--- config.mk ---
export PLATFORM = sky130hd
export DESIGN_NAME = ex_mem
export DESIGN_NICKNAME = d
export VERILOG_FILES = /design/src/rtl/ex_mem.sv
export SDC_FILE = /design/constraint.sdc
export NUM_CORES = 1
export LEC_CHECK = 0
export BUFFER_PORTS_ARGS = -buffer_cell sky130_fd_sc_hd__buf_2
export CAP_MARGIN = 0
export CORE_MARGIN = 2
export CORE_UTILIZATION = 39
export CTS_BUF_LIST = sky130_fd_sc_hd__clkbuf_4 sky130_fd_sc_hd__clkbuf_8 sky130_fd_sc_hd__clkbuf_16
export DETAILED_ROUTE_END_ITERATION = 10
export PLACE_DENSITY = 0.75
export SYNTH_ARGS = -nofsm -noshare
export SYNTH_HDL_FRONTEND = slang
export SYNTH_SLANG_ARGS = --single-unit
--- constraint.sdc ---
create_clock -name clk -period 0.8 [get_ports clk]
set_input_delay 0 -clock clk [delete_from_list [all_inputs] [get_ports clk]]
set_output_delay 0 -clock clk [all_outputs]
set_load 0.02 [all_outputs]
--- src/rtl/ex_mem.sv ---
// ex_mem: EX->MEM pipeline register for memory op, address, store data and write-back fields.
// Latency: 1 cycle from ex_* to mem_*; every output comes straight from a flop.
// Backpressure: stall=1 freezes the stage; optional flush (macro EX_MEM_FLUSH_EN) loads a bubble.
module ex_mem #(
  parameter int DATA_W = 16,
  parameter int REG_W  = 4
) (
  input  logic              clk,
  input  logic              rst,
`ifdef EX_MEM_FLUSH_EN
  input  logic              flush,
`endif
  input  logic              stall,
  input  logic [1:0]        ex_memrw,
  input  logic [DATA_W-1:0] ex_memaddr,
  input  logic [DATA_W-1:0] ex_memdata,
  input  logic [DATA_W-1:0] ex_wdata,
  input  logic [REG_W-1:0]  ex_waddr,
  input  logic              ex_we,
  output logic [1:0]        mem_memrw,
  output logic [DATA_W-1:0] mem_memaddr,
  output logic [DATA_W-1:0] mem_memdata,
  output logic [DATA_W-1:0] mem_wdata,
  output logic [REG_W-1:0]  mem_waddr,
  output logic              mem_we
);

  localparam logic [1:0] OP_IDLE = 2'b00;
  localparam logic [1:0] OP_RSVD = 2'b11;

  // Whole stage payload as one bus so reset/bubble is a single '0 load.
  typedef struct packed {
    logic [1:0]        memrw;
    logic [DATA_W-1:0] memaddr;
    logic [DATA_W-1:0] memdata;
    logic [DATA_W-1:0] wdata;
    logic [REG_W-1:0]  waddr;
    logic              we;
  } stage_t;

  stage_t cap;
  stage_t stage_q;

  // Capture value: inputs as-is, except the reserved op is folded to idle.
  // waddr/wdata pass through even when we=0; downstream qualifies on we.
  always_comb begin
    cap         = '0;
    cap.memrw   = (ex_memrw == OP_RSVD) ? OP_IDLE : ex_memrw;
    cap.memaddr = ex_memaddr;
    cap.memdata = ex_memdata;
    cap.wdata   = ex_wdata;
    cap.waddr   = ex_waddr;
    cap.we      = ex_we;
  end

  // Stage register, priority rst > flush > stall > capture.
  always_ff @(posedge clk) begin
    if (rst) begin
      stage_q <= '0;
    end
`ifdef EX_MEM_FLUSH_EN
    else if (flush) begin
      stage_q <= '0;
    end
`endif
    else if (!stall) begin
      stage_q <= cap;
    end
  end

  assign mem_memrw   = stage_q.memrw;
  assign mem_memaddr = stage_q.memaddr;
  assign mem_memdata = stage_q.memdata;
  assign mem_wdata   = stage_q.wdata;
  assign mem_waddr   = stage_q.waddr;
  assign mem_we      = stage_q.we;

endmodule

== Yosys cells after proc, flatten, opt, wreduce, memory -nomap -nowiden ==
Index checks and enable logic that the tools add are counted.

* Flip-flop bits (word level): 55
* Input port bits: 58
* Output and inout bits: 55
* Word-level logic and storage cells: 8

* Equal/unequal tests: 1
* Multiplexer cells: 1

{| class="wikitable"
|+ Operator list
! operator !! number
|-
| $eq A2 B2 Y1 const B || 1
|-
| $mux W2 || 1
|}

== Depth between registers and ports, before layout ==
Gate-level depths: netlist of the first run.

* Depth after elaboration: 2
* Mapped depth: 4

== Least setup slack after synthesis of the first run ==
OpenSTA, ideal clock, no wires.

* Path kind: flip-flop to flip-flop
* From: reg, netlist name mem_memaddr[0]
* To: reg stage_q, in the netlist mem_memaddr[0]
* Data arrival time: 0.534 ns
* Slack: 0.139 ns
* Stages on the path, launching flop included: 3
* Path buffers: 0
* Period minus slack after synthesis: 0.661 ns
* Path through: dfxtp_1 mux2i_1 nor2_1

{| class="wikitable"
|+ RTL lines
! item !! RTL line !! source
|-
| to (signal assigned) || 67 || <nowiki>stage_q <= cap;</nowiki>
|-
| to (decl) || 42 || <nowiki>stage_t stage_q;</nowiki>
|}

== Final worst setup path of the first run ==
* From: reg stage_q, in the netlist mem_waddr[3]
* To: out mem_waddr[3]

{| class="wikitable"
|+ RTL lines
! item !! RTL line !! source
|-
| to (decl) || 24 || <nowiki>output logic [REG_W-1:0] mem_waddr,</nowiki>
|}

No word-level cell between the ends.

==> impl_metrics.tcl, run 1 <==
set metrics [dict create \
    failing_checks "hold timing" \
    die_width_um 75.7 \
    worstPathRequired_ns 0.80 \
    antenna_violations_before_repair 0 \
    skew_ns 0 \
    place_area_um2 2590 \
    cts_hold_repair.buffers 53 \
    critical_path_cell_by_cell "buf_4" \
    synth_top_area_share_pct 54.9 \
    wire_length_of_the_first_global_routing_pass_mm 7.40 \
    clk_pin_slew_worst_paths_ns 0.09 \
    max_slew.worst_pin.slew_ns 0.224 \
    numCtsBuffers 5 \
    worst_hold_slack_across_all_endpoints_ns -0.0241 \
    clock_insertion_delay_worst_skew_ns 0.29 \
    grt_busiest_layer "met2" \
    power_density_nw_per_um2 1630 \
    post_synth_inst_count 179 \
    ctsLongestPathBuffers 2 \
    setup_repair_after_global_routing_missed_its_margin "yes" \
    hold_class "input pin to register" \
    detail_route.wl_per_cell_um 13.1 \
    crit_slowest_cell "dfxtp_1" \
    cell_at_the_root_of_the_clock_tree "clkbuf_8" \
    global_route.overflow_total 0 \
    detail_route.iter0.violations 28 \
    seq_area_frac_synth_pct 54.9 \
    die_footprint_um2 5730 \
    vias_post_dr 1832 \
    yosysWarningCount 0 \
    synth_cell_type_count 10 \
    netlist_top_cells_area "dfxtp_1 55%, mux2i_1 26%, nor2_1 9.9%" \
    detail-route-antenna-nets 0 \
    setup_viol 0 \
    max-slew-margin-rel_pct 85.1 \
    tritoncts "built" \
    first_global_vias 1741 \
    syn_to_final_growth_pct 73.7 \
    htreeDepth 2 \
    critical_path.n_buffers_inverters 1 \
    cp-end-kind "output pin" \
    dr.pass1.iters 4 \
    ir_drop_mv 1.10 \
    outcome "complete, but fails checks" \
    gp_routability_congestion 0.653 \
    core_area_um2 5040 \
    pin_count_of_the_biggest_net_entering_global_routing 33 \
    postSynthAreaPerCell_um2 11.2 \
    max_cap_viol_count 0 \
    synth_nets 237 \
    power.static_leakage_nw 1.73 \
    post_route_cells_drive_above_1_share_pct 51.3 \
    rows 26 \
    critical_path.max_fanout 2 \
    finalSetupTns_ns 0 \
    power_w 0.00567 \
    via_count_normalized_by_instance_count 4.44 \
    timing_hold_violations_final 2 \
    grt.met3_usage_pct 5.56 \
    finalInstanceArea_um2 3480 \
    dp_hpwl_mm 2.82 \
    timing.critical_path.slowest_cell_delay_ns 0.34 \
    die_height_um 75.7 \
    nNetsFinal 402 \
    critical_path_class "register to output pin" \
    initial_core_util_pct 39.8 \
    setup_crit_start_kind "register" \
    postRouteWirelength_mm 5.41 \
    grt_use_met1_pct 17.3 \
    finalCritPeriodShare_pct 97.4 \
    antenna_cells_inserted 0 \
    synth_seq_cells 55 \
    report.final.slew_viol_count 0 \
    clock.fmax_ghz 1.28 \
    post_synth_instance_area_um2 2010 \
    gr-usage-met2_pct 33.0 \
    port-buffer-count 112 \
    pin_count 113 \
    drc 0 \
    cpLargestDelayFamily "flip-flops" \
    arrival_ns 0.78 \
    final.min_clock_period_ns 0.779 \
    grtUsageTotal_pct 17.1 \
    synth_largest_area_cell "dfxtp_1" \
    clock_sink_count 55 \
]
path summary, 6_finish.rpt:
| kind | to | slack (ns) | cells past startpoint | startpoint |
|---|---|---|---|---|
| worst min-delay path | mem_memrw[0] | -0.02 | 3 | ex_memrw[1] |
| worst min register to register | mem_memrw[0] | 0.46 | 2 | mem_memrw[0] |
| worst max register to register | mem_memaddr[15] | 0.09 | 3 | mem_memaddr[15] |
| worst max-delay path | mem_waddr[3] | 0.02 | 1 | mem_waddr[3] |
what timing repair did:
action | in CTS | in global routing
endpoints found under the setup margin | 37 | 53
buffers inserted | 0 | 1
gates resized for setup | 39 | 88
endpoints found under the hold margin | 55 | 1
where the power goes:
part | total (W) | internal (W) | switching, W | leakage (nW)
clock | 0.00140 | 0.000619 | 0.000778 | 0.0406
combinational | 0.00125 | 0.000693 | 0.000555 | 1.21
sequential | 0.00302 | 0.00293 | 0.0000959 | 0.473
worst min-delay path, stage by stage:
cell	delay [ns]
buf_2	0.08
or3b_1	0.10
a21oi_1	0.06
cells in the final DEF, fill, tap and decap left out:
cell,n
buf_2,57
mux2i_1,53
nor2_1,53
dlygate4sd3_1,53
dfxtp_2,53
buf_4,37
buf_6,19
clkbuf_8,5
buf_12,4
nand2_1,2
or3b_1,2
a21oi_1,2
dfxtp_1,2
clkbuf_4,1
synth_stat cells:
master    count
dfxtp_1      55
mux2i_1      53
nor2_1       53
buf_12        5
clkbuf_1      4
a21oi_1       2
buf_2         2
nand2_1       2
or3b_1        2
buf_8         1
routing by layer:
| metal | vias up | share of wire [%] | routed length, um |
|---|---|---|---|
| li1 | 919 | - | - |
| met3 | 10 | 6.8 | 367 |
| met1 | 827 | 38 | 2040 |
| met2 | 76 | 54 | 2910 |
| met5 | - | 0 | 0 |
| met4 | 0 | 1.6 | 88 |
sequential cells by signal, summed over array words and instances (netlist names):
name	cells
mem_memaddr	16
mem_memrw	2
mem_we	1
mem_wdata	16
mem_memdata	16
mem_waddr	4
through the flow:
stage	utilization [%]	std cells	hold slack (ns)	worst slack (ns)
final	69.1	413	-0.0241	0.0207
after global placement	51.4	353	0.227	0.0200
after CTS	65.4	412	-0.0260	0.000834
after global routing	69.1	413	-0.0190	-0.0257
after floorplan	-	179	0.144	0.139
after detailed placement	51.4	353	0.237	-0.00745
cell type report:
type                    count  area (um^2)
repair buffers            170         1390
well taps                  70         87.6
multi-input cells         112          764
flip-flops and latches     55         1170
clock buffers               6         76.3
fillers                   385         1560
kinds of logic (layout without fill, tap and decap cells):
| kind of cell | after synthesis | after routing | share of synthesized area (%) |
|---|---|---|---|
| AOI/OAI and AO/OA | 2 | 2 | 0.499 |
| buffers and inverters | 12 | 176 | 6.99 |
| DFF | 55 | 55 | 54.9 |
| muxes | 53 | 53 | 26.5 |
| and+or+nand+nor | 57 | 57 | 11.2 |
Power figures use the tool's default switching activity.
==> run 2, diff against run 1 <==
==> constraint.sdc (replaced) <==
create_clock -name clk -period 0.8 [get_ports clk]
set_input_delay 0.04 -clock clk [delete_from_list [all_inputs] [get_ports clk]]
set_output_delay 0.04 -clock clk [all_outputs]
set_load 0.02 [all_outputs]
==> run 2 against run 1 <==
  * The run ends with setup timing left
  * Register-to-register slack got worse by 0.06 ns
  * Sequential power barely moved
  * Fmax is 3.3% lower
  * Hold slack improved by 0.046 ns
  * Core utilization increased by 3.8 points
  * Via count increased by 2.6%
  * Final cell count increased by 1.7%
  * Global-route usage rose by 2.5 points
  * Routed wire length is 7.9% higher
  * First-iteration DRC count rose by 61%
  * Critical endpoint is now mem_memaddr[6]
  * Highest routed layer unchanged
==> impl_metrics.tcl, run 2 (synthesis results as in run 1) <==
set metrics [dict create \
    net_load_switching_power_w 0.00147 \
    critical_path_class "register to output pin" \
    clk_pin_slew_worst_paths_ns 0.09 \
    power_switching_share_pct 25.3 \
    hold_class "input pin to register" \
    finalSetupTns_ns -0.00846 \
    detail_route.wl_per_cell_um 13.9 \
    clock.fmax_ghz 1.24 \
    power_frac_seq_pct 52.6 \
    setup_repair_after_global_routing_missed_its_margin "yes" \
    crit_slowest_cell "dfxtp_2" \
    setup_viol 4 \
    die_footprint_um2 5730 \
    htreeDepth 2 \
    rows 26 \
    filler_cell_count 360 \
    clock_sink_count 55 \
    cell_at_the_root_of_the_clock_tree "clkbuf_8" \
    area_used_by_multi_input_combinational_logic_um2 764 \
    footprint_of_the_flip_flops_and_latches_um2 1170 \
    critical_path.n_buffers_inverters 1 \
    global_route.overflow_total 0 \
    arrival_ns 0.77 \
    gp_routability_congestion 0.653 \
    combPwrFrac_pct 23.3 \
    die_width_um 75.7 \
    numCtsBuffers 5 \
    tritoncts "built" \
    clock_insertion_delay_worst_skew_ns 0.29 \
    vias_post_dr 1880 \
    pin_count 113 \
    antenna_violations_before_repair 0 \
    drc 0 \
    failing_checks "setup timing" \
    finalCritPeriodShare_pct 101 \
    grtUsageTotal_pct 19.7 \
    wire_length_of_the_first_global_routing_pass_mm 8.48 \
    max_slew.worst_pin.slew_ns 0.208 \
    max_cap_viol_count 0 \
    outcome "complete, but fails checks" \
    report.final.slew_viol_count 0 \
    nNetsFinal 409 \
    cp-end-kind "output pin" \
    antenna_cells_inserted 0 \
    syn_to_final_growth_pct 83.2 \
    dr.pass1.iters 4 \
    worstPathRequired_ns 0.76 \
    max-slew-margin-rel_pct 85.7 \
    smallest_setup_slack_after_layout_ns -0.00615 \
    skew_ns 0 \
    post_route_cells_drive_above_1_share_pct 52.9 \
    setup_crit_start_kind "register" \
    first_global_vias 1913 \
    die_height_um 75.7 \
    power_density_nw_per_um2 1580 \
    detail_route.iter0.violations 45 \
    critical_path.max_fanout 2 \
    clockPowerShare_pct 24.1 \
    timing_hold_violations_final 0 \
    ctsLongestPathBuffers 2 \
    dp_hpwl_mm 2.82 \
    worst_hold_slack_across_all_endpoints_ns 0.0221 \
    critical_path_cell_by_cell "buf_6" \
    power.static_leakage_nw 1.80 \
    postRouteWirelength_mm 5.84 \
    detail-route-antenna-nets 0 \
    pin_count_of_the_biggest_net_entering_global_routing 33 \
    final.min_clock_period_ns 0.806 \
    core_area_um2 5040 \
    layout_commonest_cell "buf_2" \
    cpLargestDelayFamily "flip-flops" \
    initial_core_util_pct 39.8 \
    timing.critical_path.slowest_cell_delay_ns 0.35 \
    ir_drop_mv 1.09 \
    via_count_normalized_by_instance_count 4.48 \
    power.internal_w 0.00433 \
    port-buffer-count 112 \
    most-common-layout-cells "57 x buf_2, 55 x dfxtp_2, 55 x buf_6" \
    post-place-ws_ns -0.0474 \
]
==> run 2: worst paths after layout <==
path / startpoint / to / slack [ns] / cells after the start
setup / recovery: mem_memaddr[6] / mem_memaddr[6] / -0.006 / 1
hold / removal: ex_memrw[1] / mem_memrw[0] / 0.02 / 3
setup reg to reg: mem_memdata[3] / mem_memdata[3] / 0.03 / 3
hold reg to reg: mem_memrw[0] / mem_memrw[0] / 0.47 / 2
==> run 2: power groups by stage <==
stage,Clock [W],Combinational (W),Sequential (W)
floorplan,0,0.000378,0.00324
global placement,0,0.000884,0.00303
detailed placement,0,0.000902,0.00303
CTS,0.00146,0.00129,0.00304
global route,0.00155,0.00145,0.00307
finish,0.00139,0.00135,0.00305
==> run 2: through the flow <==
stage                     power (W)  util (%)  cells  cell area, um^2
after floorplan             0.00361         -    179             2010
after global placement      0.00392      51.4    353             2590
after detailed placement    0.00394      51.4    353             2590
after CTS                   0.00579      72.0    414             3630
after global routing        0.00606      72.9    420             3670
final                       0.00580      72.9    420             3670
==> run 2: layout make-up <==
type | instances | area share (%)
tap | 70 | 2.38
timing repair buffer | 177 | 42.9
multi-input combinational | 112 | 20.8
clock buffer | 6 | 2.08
sequential | 55 | 31.8
==> run 2: per-layer routing <==
metal  vias up  GRT usage (%)  wire length (um)
met5         -              0                 0
met4         0           7.41               110
met3        12           5.95               390
met2        76           37.6              3210
met1       865           19.8              2130
li1        927              -                 -
==> run 2: what timing repair did <==
action / CTS / global route
setup endpoints to repair: 55 / 55
buffers inserted: 2 / 6
gates resized for setup: 165 / 0
hold buffers: 53 / 0
hold endpoints to repair: 53 / 0
pin swaps: 0 / 1
